`src/rtl/qspi_wr_buffer.sv`:
```
// qspi_wr_buffer: transmit-side buffer for QSPI indirect-mode writes.
// Words written to the TX data register are queued in a word FIFO. On an
// indirect-write start they are unpacked LSB-first into bytes and handed to
// the shifter over a valid/ready handshake until the programmed byte count
// has been sent, after which done_out pulses for one cycle.
//
// Ports:
//   h_clk, h_rst          clock, asynchronous active-high reset
//   wr_en_in, wr_data_in  push strobe and 32-bit word
//   flush_in              synchronous clear of FIFO, FSM and error flag
//   start_in, byte_cnt_in start pulse and byte count (0 encodes 256)
//   byte_rdy_in           shifter ready
//   byte_valid_out, byte_out, last_byte_out   byte stream to the shifter
//   done_out, busy_out    transfer complete pulse, FSM not idle
//   full_out, empty_out, level_out            FIFO status
//   overflow_err_out      sticky: push attempted while full
module qspi_wr_buffer #(
    parameter int unsigned DEPTH = 8,
    parameter int unsigned AW    = 3
) (
    input  logic          h_clk,
    input  logic          h_rst,
    input  logic          wr_en_in,
    input  logic [31:0]   wr_data_in,
    input  logic          flush_in,
    input  logic          start_in,
    input  logic [7:0]    byte_cnt_in,
    input  logic          byte_rdy_in,
    output logic          byte_valid_out,
    output logic [7:0]    byte_out,
    output logic          last_byte_out,
    output logic          done_out,
    output logic          busy_out,
    output logic          full_out,
    output logic          empty_out,
    output logic [AW:0]   level_out,
    output logic          overflow_err_out
);

    localparam int unsigned LW = AW + 1;
    localparam int unsigned RW = 9;

    typedef enum logic [1:0] {
        S_IDLE  = 2'd0,
        S_FETCH = 2'd1,
        S_SEND  = 2'd2,
        S_DONE  = 2'd3
    } state_t;

    state_t          state_q, state_d;
    logic [AW-1:0]   wptr_q, wptr_d;
    logic [AW-1:0]   rptr_q, rptr_d;
    logic [LW-1:0]   level_q, level_d;
    logic [31:0]     hold_q, hold_d;
    logic [1:0]      idx_q, idx_d;
    logic [RW-1:0]   rem_q, rem_d;
    logic            ovf_q, ovf_d;
    logic            valid_q, valid_d;
    logic [7:0]      byte_q, byte_d;
    logic            last_q, last_d;
    logic            done_q, done_d;
    logic            busy_q, busy_d;
    logic            full_q, full_d;
    logic            empty_q, empty_d;
    logic            push_c;
    logic            pop_c;
    logic [31:0]     mem_q [DEPTH];

    // Next-state logic for FIFO bookkeeping, transmit FSM and registered outputs
    always_comb begin
        state_d = state_q;
        wptr_d  = wptr_q;
        rptr_d  = rptr_q;
        level_d = level_q;
        hold_d  = hold_q;
        idx_d   = idx_q;
        rem_d   = rem_q;
        ovf_d   = ovf_q;
        push_c  = 1'b0;
        pop_c   = 1'b0;

        // Full is judged on the registered flag, so a same-cycle pop never frees room
        if (wr_en_in) begin
            if (full_q) begin
                ovf_d = 1'b1;
            end else begin
                push_c = 1'b1;
            end
        end

        case (state_q)
            S_IDLE: begin
                if (start_in) begin
                    rem_d   = (byte_cnt_in == 8'd0) ? RW'(256) : RW'(byte_cnt_in);
                    state_d = S_FETCH;
                end
            end
            S_FETCH: begin
                if (!empty_q) begin
                    pop_c   = 1'b1;
                    hold_d  = mem_q[rptr_q];
                    idx_d   = 2'd0;
                    state_d = S_SEND;
                end
            end
            S_SEND: begin
                if (byte_rdy_in) begin
                    rem_d = rem_q - RW'(1);
                    idx_d = idx_q + 2'd1;
                    if (rem_q == RW'(1)) begin
                        state_d = S_DONE;
                    end else if (idx_q == 2'd3) begin
                        state_d = S_FETCH;
                    end
                end
            end
            S_DONE: begin
                state_d = S_IDLE;
            end
            default: begin
                state_d = S_IDLE;
            end
        endcase

        // Flush dominates everything, including a same-cycle push or start
        if (flush_in) begin
            push_c  = 1'b0;
            pop_c   = 1'b0;
            ovf_d   = 1'b0;
            state_d = S_IDLE;
            hold_d  = 32'd0;
            idx_d   = 2'd0;
            rem_d   = RW'(0);
        end

        if (push_c) begin
            wptr_d = wptr_q + AW'(1);
        end
        if (pop_c) begin
            rptr_d = rptr_q + AW'(1);
        end
        level_d = level_q + LW'(push_c) - LW'(pop_c);

        if (flush_in) begin
            wptr_d  = AW'(0);
            rptr_d  = AW'(0);
            level_d = LW'(0);
        end

        valid_d = (state_d == S_SEND);
        byte_d  = valid_d ? hold_d[{idx_d, 3'b000} +: 8] : 8'd0;
        last_d  = valid_d && (rem_d == RW'(1));
        done_d  = (state_d == S_DONE);
        busy_d  = (state_d != S_IDLE);
        full_d  = (level_d == LW'(DEPTH));
        empty_d = (level_d == LW'(0));
    end

    // State and output registers
    always_ff @(posedge h_clk or posedge h_rst) begin
        if (h_rst) begin
            state_q <= S_IDLE;
            wptr_q  <= AW'(0);
            rptr_q  <= AW'(0);
            level_q <= LW'(0);
            hold_q  <= 32'd0;
            idx_q   <= 2'd0;
            rem_q   <= RW'(0);
            ovf_q   <= 1'b0;
            valid_q <= 1'b0;
            byte_q  <= 8'd0;
            last_q  <= 1'b0;
            done_q  <= 1'b0;
            busy_q  <= 1'b0;
            full_q  <= 1'b0;
            empty_q <= 1'b1;
        end else begin
            state_q <= state_d;
            wptr_q  <= wptr_d;
            rptr_q  <= rptr_d;
            level_q <= level_d;
            hold_q  <= hold_d;
            idx_q   <= idx_d;
            rem_q   <= rem_d;
            ovf_q   <= ovf_d;
            valid_q <= valid_d;
            byte_q  <= byte_d;
            last_q  <= last_d;
            done_q  <= done_d;
            busy_q  <= busy_d;
            full_q  <= full_d;
            empty_q <= empty_d;
        end
    end

    // Word storage
    always_ff @(posedge h_clk or posedge h_rst) begin
        if (h_rst) begin
            for (int i = 0; i < int'(DEPTH); i++) begin
                mem_q[i] <= 32'd0;
            end
        end else if (push_c) begin
            mem_q[wptr_q] <= wr_data_in;
        end
    end

    assign byte_valid_out   = valid_q;
    assign byte_out         = byte_q;
    assign last_byte_out    = last_q;
    assign done_out         = done_q;
    assign busy_out         = busy_q;
    assign full_out         = full_q;
    assign empty_out        = empty_q;
    assign level_out        = level_q;
    assign overflow_err_out = ovf_q;

endmodule

```
`config.mk`:
```
export PLATFORM = sky130hd
export DESIGN_NAME = qspi_wr_buffer
export DESIGN_NICKNAME = d
export VERILOG_FILES = /design/src/rtl/qspi_wr_buffer.sv
export SDC_FILE = /design/constraint.sdc
export NUM_CORES = 1
export LEC_CHECK = 0
export BUFFER_PORTS_ARGS = -buffer_cell sky130_fd_sc_hd__buf_2
export CAP_MARGIN = 25
export CORE_ASPECT_RATIO = 0.75
export CORE_UTILIZATION = 55
export DETAILED_ROUTE_END_ITERATION = 8
export MAX_ROUTING_LAYER = met4
export PLACE_DENSITY = 0.83
export SETUP_SLACK_MARGIN = 0.05
export SLEW_MARGIN = 25
export SYNTH_ARGS = -nofsm -noshare
export SYNTH_HDL_FRONTEND = slang
export SYNTH_SLANG_ARGS = --single-unit
```
`constraint.sdc`:
```
create_clock -name h_clk -period 8.82 [get_ports h_clk]
set_clock_uncertainty 0.15 [all_clocks]
set_input_delay 0.441 -clock h_clk [delete_from_list [all_inputs] [get_ports h_clk]]
set_output_delay 0.441 -clock h_clk [all_outputs]
set_load 0.01 [all_outputs]
```
==> results.md <==
* Core ar. at about 26000 µm²
* EDFF count, synth at 0
* DRT Pass-1 Iters at 6
* Crit Path Max Fanout at 33
* Post-synthesis sequential area ratio at between 50 and 60%
* Worst Path Buf+Inv at 3
* Fin Setup TNS at 0 ns
* Fmax at around 270 MHz
* Worst IR Drop VDD at between 150 and 200 µV
* Non-Filler Instances at approximately 1500
* Row cnt at between 50 and 60
* GRT Total Usage at between 20% and 30%
* Critical Path Max Stage Delay at ~0.60 ns
* Fin nets at 1174
* Worst-margin pin slew at between 1 and 1.5 ns
* Hold Vio Cnt, Final at 0
* Crit path required time at 9.13 ns
* H-tree Lvls at 1
* CP Launch Type: flop
* Utilization after layout at 63.0%
* CTS tree: done
* Placed cells at ~1400
* # IOs at between 60 and 70
* CP top delay family: simple AND/OR/NAND/NOR gates
* CP Capture Type: flop
* Final WS setup at 5.07 ns
* Final Max Slew Viols at 0
* Avg Synthesized Cell Area at between 10 and 15 µm²
* Synth warn at 0
* Crit-path cells: inv_1 > ha_1 > nor2b_1 > and2b_1 > buf_4 > ha_1 > inv_1 > ha_1 > a21o_1 > a21oi_1 > xnor2_1 > nor2_1 > nor4_1
* CTS Buf Count at 31
* Die span in y at approximately 140 µm
* Synth Register Bits at 326
* Post_cts resized at 0
* Worst skew pair latency at ~0.57 ns
* Pin count of the biggest net entering global routing at between 150 and 200
* Fill count at roughly 2000
* Mapped Area at around 15000 µm²
* Total number of vias at around 9200
* Worst Path Arrival at ~4 ns
* Hold Crit Class: in -> reg
* Predominant post-synthesis flop cell: dfrtp_1
* Crit path kind: reg -> reg
* Pre-CTS WS at 5.14 ns
* Failing checks: DRC
* Post-DR wirelength/cell at 23.1 µm
* CTS clock-pin slew for the worst setup and hold paths at approximately 0.060 ns
* Slowest cell on crit path: nor2b_1
* Share of cells above drive strength 1 at 33.4%
* Area Growth Syn to Fin at 11.1%
* CP dominant cell by count: ha_1
* Drt drc at 28
* Final GP Congestion at ~0.9
* Maxcap violations at 0
* Die W at 192 µm
* Count of cell types in the netlist at 67
* Period utilization at between 40% and 50%
* RSZ-0062 raised after global routing: false
* Initial Util at between 50% and 60%
* Minimum clock period at between 3 and 4 ns
* CTS Buffer Depth at 3
* Synth area leader: dfrtp_1
* Synth cell count leaders: 325 x dfrtp_1, 197 x mux2_2, 67 x mux2i_1
* Root Driver: clkbuf_16
* Yosys top cell area share at 54.4%
* Final setup violation count at 0
* Asr flop ratio synth at 100%
* Leakage at 0.00784 µW
* Top-count cell post-synth: dfrtp_1
* PD cells at approximately 270 nW/µm²
* Syn Nets at 1125
* Port bufs at 64
* Initial antenna violation count at 2
* Synth area leaders: dfrtp_1 54%, mux2_2 15%, mux4_2 4.8%
* Die ar. at between 20000 and 30000 µm²
* Via/cell ratio at around 6.3
* Grt ovf at 0
* Post-synthesis cell count at around 1100
* DRT antenna net count at 0
* First-pass GRT wire length at 54200 µm
* Number of global-route vias before repair at 9539
* DRT Wirelength at about 34000 µm
* Clk sinks at 326
* Status: finished, violations left
* Buffer count from post-CTS setup fixing at 0
* DRT iter0 DRCs at 714
* Relative slew slack at between 20% and 30%
* Dpl hpwl at around 21000 µm
-- metal layers --
| metal | wire [µm] | vias to the layer above | track usage (%) |
|---|---|---|---|
| li1 | - | 4041 | - |
| met1 | 15600 | 4880 | 37.0 |
| met2 | 15800 | 267 | 40.1 |
| met3 | 2220 | 51 | 5.55 |
| met4 | 567 | 0 | 5.14 |
| met5 | 0 | - | - |
-- cell type report --
type | instances | area [µm²] | area share (%)
clock buffers | 47 | 926 | 5.58
diodes | 2 | 5.00 | 0.0301
inverters | 13 | 52.6 | 0.316
flip-flops and latches | 326 | 8160 | 49.2
multi-input cells | 659 | 6420 | 38.6
clock inverters | 3 | 25.0 | 0.151
repair buffers | 84 | 588 | 3.54
well taps | 344 | 430 | 2.59
-- placed cells by master (no fill, tap or decap), types with 21 or more instances in the layout --
master / count
nand2_1: 45
nand2b_1: 23
mux2_1: 62
mux2_2: 197
dfrtp_1: 323
nand3_1: 22
a22oi_1: 36
clkbuf_16: 31
mux4_2: 32
buf_2: 64
mux2i_1: 67
a32o_1: 21
-- repair_timing --
| action | CTS | global route |
|---|---|---|
| hold buffers | 1 | 1 |
| hold endpoints to repair | 1 | 57 |
| setup endpoints to repair | 0 | 0 |
-- registers in the layout (all words and copies together), names as in the netlist, 2 cells and up --
name / cells
mem_q: 256
hold_q: 32
rem_q: 9
byte_out: 8
level_out: 4
rptr_q: 3
wptr_q: 3
idx_q: 2
state_q: 2
-- worst reg2reg max path, cell delays in order, from the launching register on --
cell and delay, ns:
dfrtp_1 0.42, inv_1 0.09, ha_1 0.21, nor2b_1 0.60, and2b_1 0.23, buf_4 0.42
ha_1 0.23, inv_1 0.07, ha_1 0.28, a21o_1 0.18, a21oi_1 0.18, xnor2_1 0.13
nor2_1 0.08, nor4_1 0.37
-- power breakdown --
group | switching, µW | internal (µW)
Sequential | 235 | 1870
Combinational | 551 | 613
Clock | 541 | 715
-- per-stage QoR --
stage	power (µW)	hold WS [ns]	cell area, µm²
5_1_grt	4760	0.0304	16600
3_5_place_dp	3260	0.309	15600
2_1_floorplan	2990	0.290	15000
6_report	4520	0.0286	16600
3_3_place_gp	3190	0.303	15500
4_1_cts	4540	0.0119	16500
-- final timing paths --
| path | from | end | slack (ns) | cells past startpoint |
|---|---|---|---|---|
| max | state_q[1] | empty_out | 5.07 | 13 |
| min | byte_cnt_in[2] | rem_q[2] | 0.03 | 3 |
| max reg2reg | state_q[1] | empty_out | 5.07 | 13 |
| min reg2reg | hold_q[5] | hold_q[5] | 0.32 | 2 |
| max in group asynchronous | h_rst | mem_q[209] | 6.57 | 7 |
| min in group asynchronous | h_rst | mem_q[55] | 0.32 | 4 |
-- cell families (layout without fill, tap and decap cells) --
family	count (synthesis)	after routing	share of synthesized area [%]
AOI/OAI and AO/OA	114	114	6.18
other	0	2	0
DFF	326	326	54.6
xor gates and xnor gates	9	9	0.527
buffers and inverters	81	147	2.79
and+or+nand+nor	165	165	6.00
adders and majority gates	13	13	1.14
muxes	358	358	28.8
No activity file was read; power rests on OpenSTA's default activity.
